`src/rtl/uart_resp_pkg.sv`:
```
// Shared constants, FSM state type and CRC helper for the UART response transmitter.
package uart_resp_pkg;

  // Fixed frame bytes and frame length
  localparam logic [7:0] RESP_HDR = 8'h55;
  localparam logic [7:0] RESP_FTR = 8'hAA;
  localparam int         RESP_LEN = 6;

  // Result codes carried in the status byte
  localparam logic [7:0] STATUS_OK      = 8'h00;
  localparam logic [7:0] STATUS_CRC_ERR = 8'h01;

  // CRC-8 generator polynomial x^8 + x^2 + x + 1, no reflection, no final XOR
  localparam logic [7:0] CRC8_POLY = 8'h07;

  // Frame positions of the variable bytes
  localparam logic [2:0] IDX_HDR    = 3'd0;
  localparam logic [2:0] IDX_FUNC   = 3'd1;
  localparam logic [2:0] IDX_CH     = 3'd2;
  localparam logic [2:0] IDX_STATUS = 3'd3;
  localparam logic [2:0] IDX_CRC    = 3'd4;
  localparam logic [2:0] IDX_FTR    = 3'd5;

  // Top-level sequencer states
  typedef enum logic {
    ST_IDLE = 1'b0,
    ST_SEND = 1'b1
  } resp_state_e;

  // Fold one byte into a running CRC-8, MSB first
  function automatic logic [7:0] crc8_update(input logic [7:0] crc_in, input logic [7:0] data);
    logic [7:0] crc;
    crc = crc_in ^ data;
    for (int i = 0; i < 8; i++) begin
      if (crc[7]) begin
        crc = {crc[6:0], 1'b0} ^ CRC8_POLY;
      end else begin
        crc = {crc[6:0], 1'b0};
      end
    end
    return crc;
  endfunction

  // CRC-8 over func, ch, status in that order, starting from zero
  function automatic logic [7:0] crc8(input logic [7:0] func, input logic [7:0] ch,
                                      input logic [7:0] status);
    logic [7:0] crc;
    crc = 8'h00;
    crc = crc8_update(crc, func);
    crc = crc8_update(crc, ch);
    crc = crc8_update(crc, status);
    return crc;
  endfunction

endpackage

```
`src/rtl/uart_resp_tx_byte.sv`:
```
// Serializes one byte as start bit, 8 data bits LSB first, stop bit.
// tx_done marks the final cycle of the stop bit; a tx_start seen in that
// cycle loads the next byte on the same edge so bytes run with no gap.
module uart_tx_byte #(
  parameter int CLK_FREQ = 50000000,
  parameter int UART_BPS = 115200
) (
  input  logic       clk,
  input  logic       rst_n,
  input  logic       tx_start,
  input  logic [7:0] tx_data,
  output logic       tx_busy,
  output logic       tx_done,
  output logic       txd
);

  localparam int BAUD_CNT_MAX = CLK_FREQ / UART_BPS;
  localparam int CNT_W        = (BAUD_CNT_MAX > 1) ? $clog2(BAUD_CNT_MAX) : 1;
  localparam logic [CNT_W-1:0] CNT_LAST = CNT_W'(BAUD_CNT_MAX - 1);
  localparam logic [3:0]       BIT_LAST = 4'd9;

  logic             busy_q,  busy_d;
  logic [CNT_W-1:0] cnt_q,   cnt_d;
  logic [3:0]       bit_q,   bit_d;
  logic [9:0]       shift_q, shift_d;
  logic             txd_q,   txd_d;

  logic bit_end;
  logic byte_end;
  logic load;

  assign bit_end  = busy_q && (cnt_q == CNT_LAST);
  assign byte_end = bit_end && (bit_q == BIT_LAST);
  assign load     = tx_start && (!busy_q || byte_end);

  assign tx_busy = busy_q;
  assign tx_done = byte_end;
  assign txd     = txd_q;

  // Baud counting, bit stepping and line level for the next cycle
  always_comb begin
    busy_d  = busy_q;
    cnt_d   = cnt_q;
    bit_d   = bit_q;
    shift_d = shift_q;
    txd_d   = txd_q;
    if (load) begin
      busy_d  = 1'b1;
      cnt_d   = '0;
      bit_d   = 4'd0;
      shift_d = {1'b1, tx_data, 1'b0};
      txd_d   = 1'b0;
    end else if (byte_end) begin
      busy_d  = 1'b0;
      cnt_d   = '0;
      bit_d   = 4'd0;
      shift_d = '1;
      txd_d   = 1'b1;
    end else if (bit_end) begin
      cnt_d   = '0;
      bit_d   = bit_q + 4'd1;
      shift_d = {1'b1, shift_q[9:1]};
      txd_d   = shift_q[1];
    end else if (busy_q) begin
      cnt_d   = cnt_q + 1'b1;
    end
  end

  // Serializer state; the line idles high through reset
  always_ff @(posedge clk or negedge rst_n) begin
    if (!rst_n) begin
      busy_q  <= 1'b0;
      cnt_q   <= '0;
      bit_q   <= 4'd0;
      shift_q <= '1;
      txd_q   <= 1'b1;
    end else begin
      busy_q  <= busy_d;
      cnt_q   <= cnt_d;
      bit_q   <= bit_d;
      shift_q <= shift_d;
      txd_q   <= txd_d;
    end
  end

endmodule

```
`src/rtl/uart_resp_tx.sv`:
```
// Sends a 6-byte response frame (0x55, func, ch, status, crc, 0xAA) over UART
// for each accepted request. Request fields and their CRC are latched at the
// acceptance edge so the frame in flight never sees later input changes.
module uart_resp_tx #(
  parameter int CLK_FREQ = 50000000,
  parameter int UART_BPS = 115200
) (
  input  logic       clk,
  input  logic       rst_n,
  input  logic       req_valid,
  output logic       req_ready,
  input  logic [7:0] req_func,
  input  logic [7:0] req_ch,
  input  logic [7:0] req_status,
  output logic       uart_txd,
  output logic       busy,
  output logic       frame_done
);

  import uart_resp_pkg::*;

  localparam logic [2:0] LAST_IDX = 3'(RESP_LEN - 1);

  resp_state_e state_q, state_d;
  logic [7:0]  func_q,   func_d;
  logic [7:0]  ch_q,     ch_d;
  logic [7:0]  status_q, status_d;
  logic [7:0]  crc_q,    crc_d;
  logic [2:0]  byte_idx_q, byte_idx_d;
  logic        start_q,  start_d;
  logic        frame_done_q, frame_done_d;
  logic        ready_en_q, ready_en_d;

  logic       accept;
  logic       tx_start;
  logic [2:0] tx_sel;
  logic [7:0] tx_data;
  logic       tx_busy;
  logic       tx_done;

  assign req_ready  = ready_en_q && (state_q == ST_IDLE) && !tx_busy;
  assign accept     = req_valid && req_ready;
  assign busy       = (state_q == ST_SEND);
  assign frame_done = frame_done_q;

  // Sequencer: accept a request, then feed bytes 0..5 back to back
  always_comb begin
    state_d      = state_q;
    func_d       = func_q;
    ch_d         = ch_q;
    status_d     = status_q;
    crc_d        = crc_q;
    byte_idx_d   = byte_idx_q;
    start_d      = 1'b0;
    frame_done_d = 1'b0;
    ready_en_d   = 1'b1;
    tx_start     = 1'b0;
    tx_sel       = byte_idx_q;
    case (state_q)
      ST_IDLE: begin
        if (accept) begin
          state_d    = ST_SEND;
          func_d     = req_func;
          ch_d       = req_ch;
          status_d   = req_status;
          crc_d      = crc8(req_func, req_ch, req_status);
          byte_idx_d = IDX_HDR;
          start_d    = 1'b1;
        end
      end
      ST_SEND: begin
        if (start_q) begin
          tx_start = 1'b1;
          tx_sel   = IDX_HDR;
        end else if (tx_done) begin
          if (byte_idx_q == LAST_IDX) begin
            state_d      = ST_IDLE;
            frame_done_d = 1'b1;
          end else begin
            tx_start   = 1'b1;
            tx_sel     = byte_idx_q + 3'd1;
            byte_idx_d = byte_idx_q + 3'd1;
          end
        end
      end
      default: begin
        state_d = ST_IDLE;
      end
    endcase
  end

  // Pick the frame byte for the requested position
  always_comb begin
    tx_data = RESP_FTR;
    case (tx_sel)
      IDX_HDR:    tx_data = RESP_HDR;
      IDX_FUNC:   tx_data = func_q;
      IDX_CH:     tx_data = ch_q;
      IDX_STATUS: tx_data = status_q;
      IDX_CRC:    tx_data = crc_q;
      IDX_FTR:    tx_data = RESP_FTR;
      default:    tx_data = RESP_FTR;
    endcase
  end

  // Sequencer registers; reset aborts any frame and holds ready low
  always_ff @(posedge clk or negedge rst_n) begin
    if (!rst_n) begin
      state_q      <= ST_IDLE;
      func_q       <= 8'h00;
      ch_q         <= 8'h00;
      status_q     <= 8'h00;
      crc_q        <= 8'h00;
      byte_idx_q   <= 3'd0;
      start_q      <= 1'b0;
      frame_done_q <= 1'b0;
      ready_en_q   <= 1'b0;
    end else begin
      state_q      <= state_d;
      func_q       <= func_d;
      ch_q         <= ch_d;
      status_q     <= status_d;
      crc_q        <= crc_d;
      byte_idx_q   <= byte_idx_d;
      start_q      <= start_d;
      frame_done_q <= frame_done_d;
      ready_en_q   <= ready_en_d;
    end
  end

  uart_tx_byte #(
    .CLK_FREQ (CLK_FREQ),
    .UART_BPS (UART_BPS)
  ) u_tx_byte (
    .clk      (clk),
    .rst_n    (rst_n),
    .tx_start (tx_start),
    .tx_data  (tx_data),
    .tx_busy  (tx_busy),
    .tx_done  (tx_done),
    .txd      (uart_txd)
  );

endmodule

```
`config.mk`:
```
export PLATFORM = sky130hd
export DESIGN_NAME = uart_resp_tx
export DESIGN_NICKNAME = d
export VERILOG_FILES = /design/src/rtl/uart_resp_pkg.sv /design/src/rtl/uart_resp_tx_byte.sv /design/src/rtl/uart_resp_tx.sv
export SDC_FILE = /design/constraint.sdc
export NUM_CORES = 1
export LEC_CHECK = 0
export BUFFER_PORTS_ARGS = -buffer_cell sky130_fd_sc_hd__buf_2
export CORE_MARGIN = 2
export CORE_UTILIZATION = 54
export DETAILED_ROUTE_END_ITERATION = 16
export PLACE_DENSITY = 0.76
export RECOVER_POWER = 100
export SLEW_MARGIN = 0
export SYNTH_ARGS = -nofsm -noshare
export SYNTH_HDL_FRONTEND = slang
export SYNTH_SLANG_ARGS = --single-unit
```
`constraint.sdc`:
```
create_clock -name clk -period 2.3 [get_ports clk]
set_input_delay 0.23 -clock clk [delete_from_list [all_inputs] [get_ports clk]]
set_output_delay 0.23 -clock clk [all_outputs]
set_load 0.01 [all_outputs]
```
==> impl_results.md <==
- Synthesis-stage register bit count: 62
- Pwr/cell area: 588.3 nW/um^2
- Vias after detailed routing: 3,235
- FF-to-FF setup slack: -180 ps
- Critical Path Fanout Max: 6
- Power after layout: 0.002715 W
- Synth top area share: 0.3646
- Hold-critical path depth: 3
- Setup CP Type: reg2reg
- Syn-to-layout area delta: 26.87%
- All-layer global routing usage: 0.2559
- Syn Area/Cell: 8.702 sq um
- Slew Limit Fails: 0
- Antenna-violating nets left: 0
- First-pass GRT wire length: 14,720 um
- DRT Pass-1 Iters: 5
- Post-synth ARST share: 1.000
- GRT overflow: 0
- Initial antenna violation count: 0
- Max cap viols: 0
- Synth Area in Simple Gates: 0.2332
- Vias per cell: 5.597
- Post-Syn Area: 3637 sq um
- Port bufs: 30
- Critical Path Source Type: register
- Clk pin slew, worst setup/hold paths: 70 ps
- Clock tree buffer depth: 2
- Largest family of logic cells by synthesized area: simple AND/OR/NAND/NOR gates
- Seq/Total Area, Yosys: 0.4297
- Post-synth top cells: 102 x nand2_1, 53 x dfrtp_1, 44 x xnor2_1
- Die X: 86.07 um
- VDD IR max: 0.3278 mV
- Vias in the first global route: 3,163
- TritonCTS clock tree: built
- Num rows: 29
- Final setup TNS: -1148 ps
- Diodes inserted: 0
- Synthesis Warnings: 0
- R2R cell count: 10
- Reg2reg end: u_tx_byte.shift_q[4]
- Count leader, synth: nand2_1
- Crit path time final: 2483 ps
- Least-Margin Pin Slew: 1482 ps
- Distinct cells, synth: 52
- Setup Skew: 8.013 ps
- Slew HR: 0.01168
- Share of layout cells above drive strength 1: 0.2735
- Compound-gate portion of the synthesized area: 0.1314
- Initial Util: 0.5663
- Number of flops mapped to enable cells by yosys: 0
- Wire per inst: 15.78 um
- Failing checks: negative setup slack
- Unrepaired setup endpoints after global routing: true
- Hold Path Sink: ch_q[0]
- Worst EP arrival: 2750 ps
- Worst hold path startpoint: req_ch[0]
- Static Leak: 2.137 nW
- Max Clk Rate: 402.7 MHz
- Main area contributors after synthesis: dfrtp_1 36%, xnor2_1 11%, nand2_1 11%, dfstp_2 6.5%, nor2_1 3.9%
- Die Footprint: 7408 sq um
- Final hold vios: 0
- Adder-Cell Fraction of Synth Area: 0.02064
- Placer Congestion: 0.9015
- 1st-iter DRT viols: 221
- Status: finished with violations
- Core area: 6422 sq um
- DRC errors left: 0
- Yosys top cell by area: dfrtp_1
- H-tree depth: 3
- CTS Sinks: 62
- I/O pin count: 31
- Critical Path RT: 2570 ps
- CTS Hold Bufs: 0
- Reg2reg start: u_tx_byte.cnt_q[1]
- Synth Area in XOR/XNOR: 0.1397
- Critical Path End Type: register
- DP HPWL: 6243 um
- Clock root cell: clkbuf_8
- Main flop type after synthesis: dfrtp_1
- Largest net degree at the start of global routing: 63
- Number of cells produced by synthesis: 418
- Final Cycle Share: 1.080
- Min-Delay Path Class: in2reg
- Drt total wl: 9118 um
- Finish-stage setup viols: 8
- TritonCTS buffer count: 9
- NumNets Final: 530
- Worst-Skew Late Latency: 340 ps
- Synth Net Count: 451
- Chip Height: 86.07 um
- Worst setup margin: -183.0 ps
- Mux share of post-synthesis cell area: 0.008256
==> metal layers <==
layer	GRT usage	routed length, um	part of all wire	vias up
met5	0	0	0	-
met4	0.1356	250	0.027	0
met3	0.04524	539	0.059	24
met2	0.4165	4416	0.48	124
li1	-	-	-	1553
met1	0.3248	3912	0.43	1534
==> stage by stage <==
stage	cell area, sq um	utilization	cells	hold WS [ps]	setup WS, ps
global route	4614	0.7185	578	107.8	-333.7
CTS	4513	0.7027	573	75.60	-92.33
global placement	4151	0.6464	553	432.2	-100.7
floorplan	3645	-	418	-65.59	-7.200
detailed placement	4151	0.6464	553	439.7	-225.4
finish	4614	0.7185	578	112.5	-183.0
==> worst max-delay path, cell delays in order (launching register included) <==
cell and delay [ps]:
dfrtp_1 390, inv_2 80, ha_4 120, nand3b_1 190, or3_4 440, o21bai_4 200, nand2_4 120, a21oi_4 250
mux2i_1 230, o221ai_1 160, a22o_1 220
==> kinds of logic (layout without fill, tap and decap cells) <==
kind of cell,count (synthesis),after routing
adders and majority gates,6,6
muxes,3,3
AOI/OAI and AO/OA,75,76
buffers and inverters,27,109
other,1,1
xor gates and xnor gates,58,58
and+or+nand+nor,186,186
DFF,62,62
==> repair_timing <==
action	CTS	global route
buffers inserted	4	6
gates resized for setup	14	15
cloned	1	0
hold endpoints to repair	0	0
setup endpoints to repair	8	13
pin swaps	7	9
==> flip-flops by register name, indices dropped and copies added, names as in the netlist, 3 cells and up <==
signal / flops
crc_q: 8
byte_idx_q: 3
status_q: 8
u_tx_byte.shift_q: 8
u_tx_byte.cnt_q: 9
u_tx_byte.bit_q: 4
func_q: 8
ch_q: 8
==> where the power goes <==
group / switching [W] / leakage [nW] / internal, W / total [W]
Sequential: 0.000000257 / 0.805 / 0.00109 / 0.00109
Clock: 0.000406 / 0.129 / 0.000803 / 0.00121
Combinational: 0.000219 / 1.20 / 0.000194 / 0.000413
Total: 0.000625 / 2.14 / 0.00209 / 0.00271
==> cell type report <==
type                       instances  area [sq um]
clock buffer                      12         165.2
clock inverter                     3         90.09
fill                             443          1808
inverter                           9         33.78
multi-input combinational        330          2072
sequential                        62          1563
tap                               77         96.34
timing repair buffer              85         594.3
==> worst max path at each step <==
stage / start / endpoint
after global routing: u_tx_byte.cnt_q[1] / u_tx_byte.shift_q[4]
after floorplan: u_tx_byte.cnt_q[1] / u_tx_byte.shift_q[2]
after global placement: u_tx_byte.cnt_q[1] / u_tx_byte.shift_q[7]
final: u_tx_byte.cnt_q[1] / u_tx_byte.shift_q[4]
after CTS: u_tx_byte.cnt_q[1] / u_tx_byte.shift_q[4]
after detailed placement: u_tx_byte.cnt_q[1] / u_tx_byte.shift_q[7]
==> cell usage in the layout, fill, tap and decap left out, types with 12 or more instances in the layout <==
cell type,instances
xnor2_1,44
nand2_1,102
xor2_1,14
a21oi_1,14
o21ai_0,22
clkbuf_8,12
buf_4,50
nor2_1,38
dfrtp_1,53
buf_2,28
No activity file was read; power rests on OpenSTA's default activity.
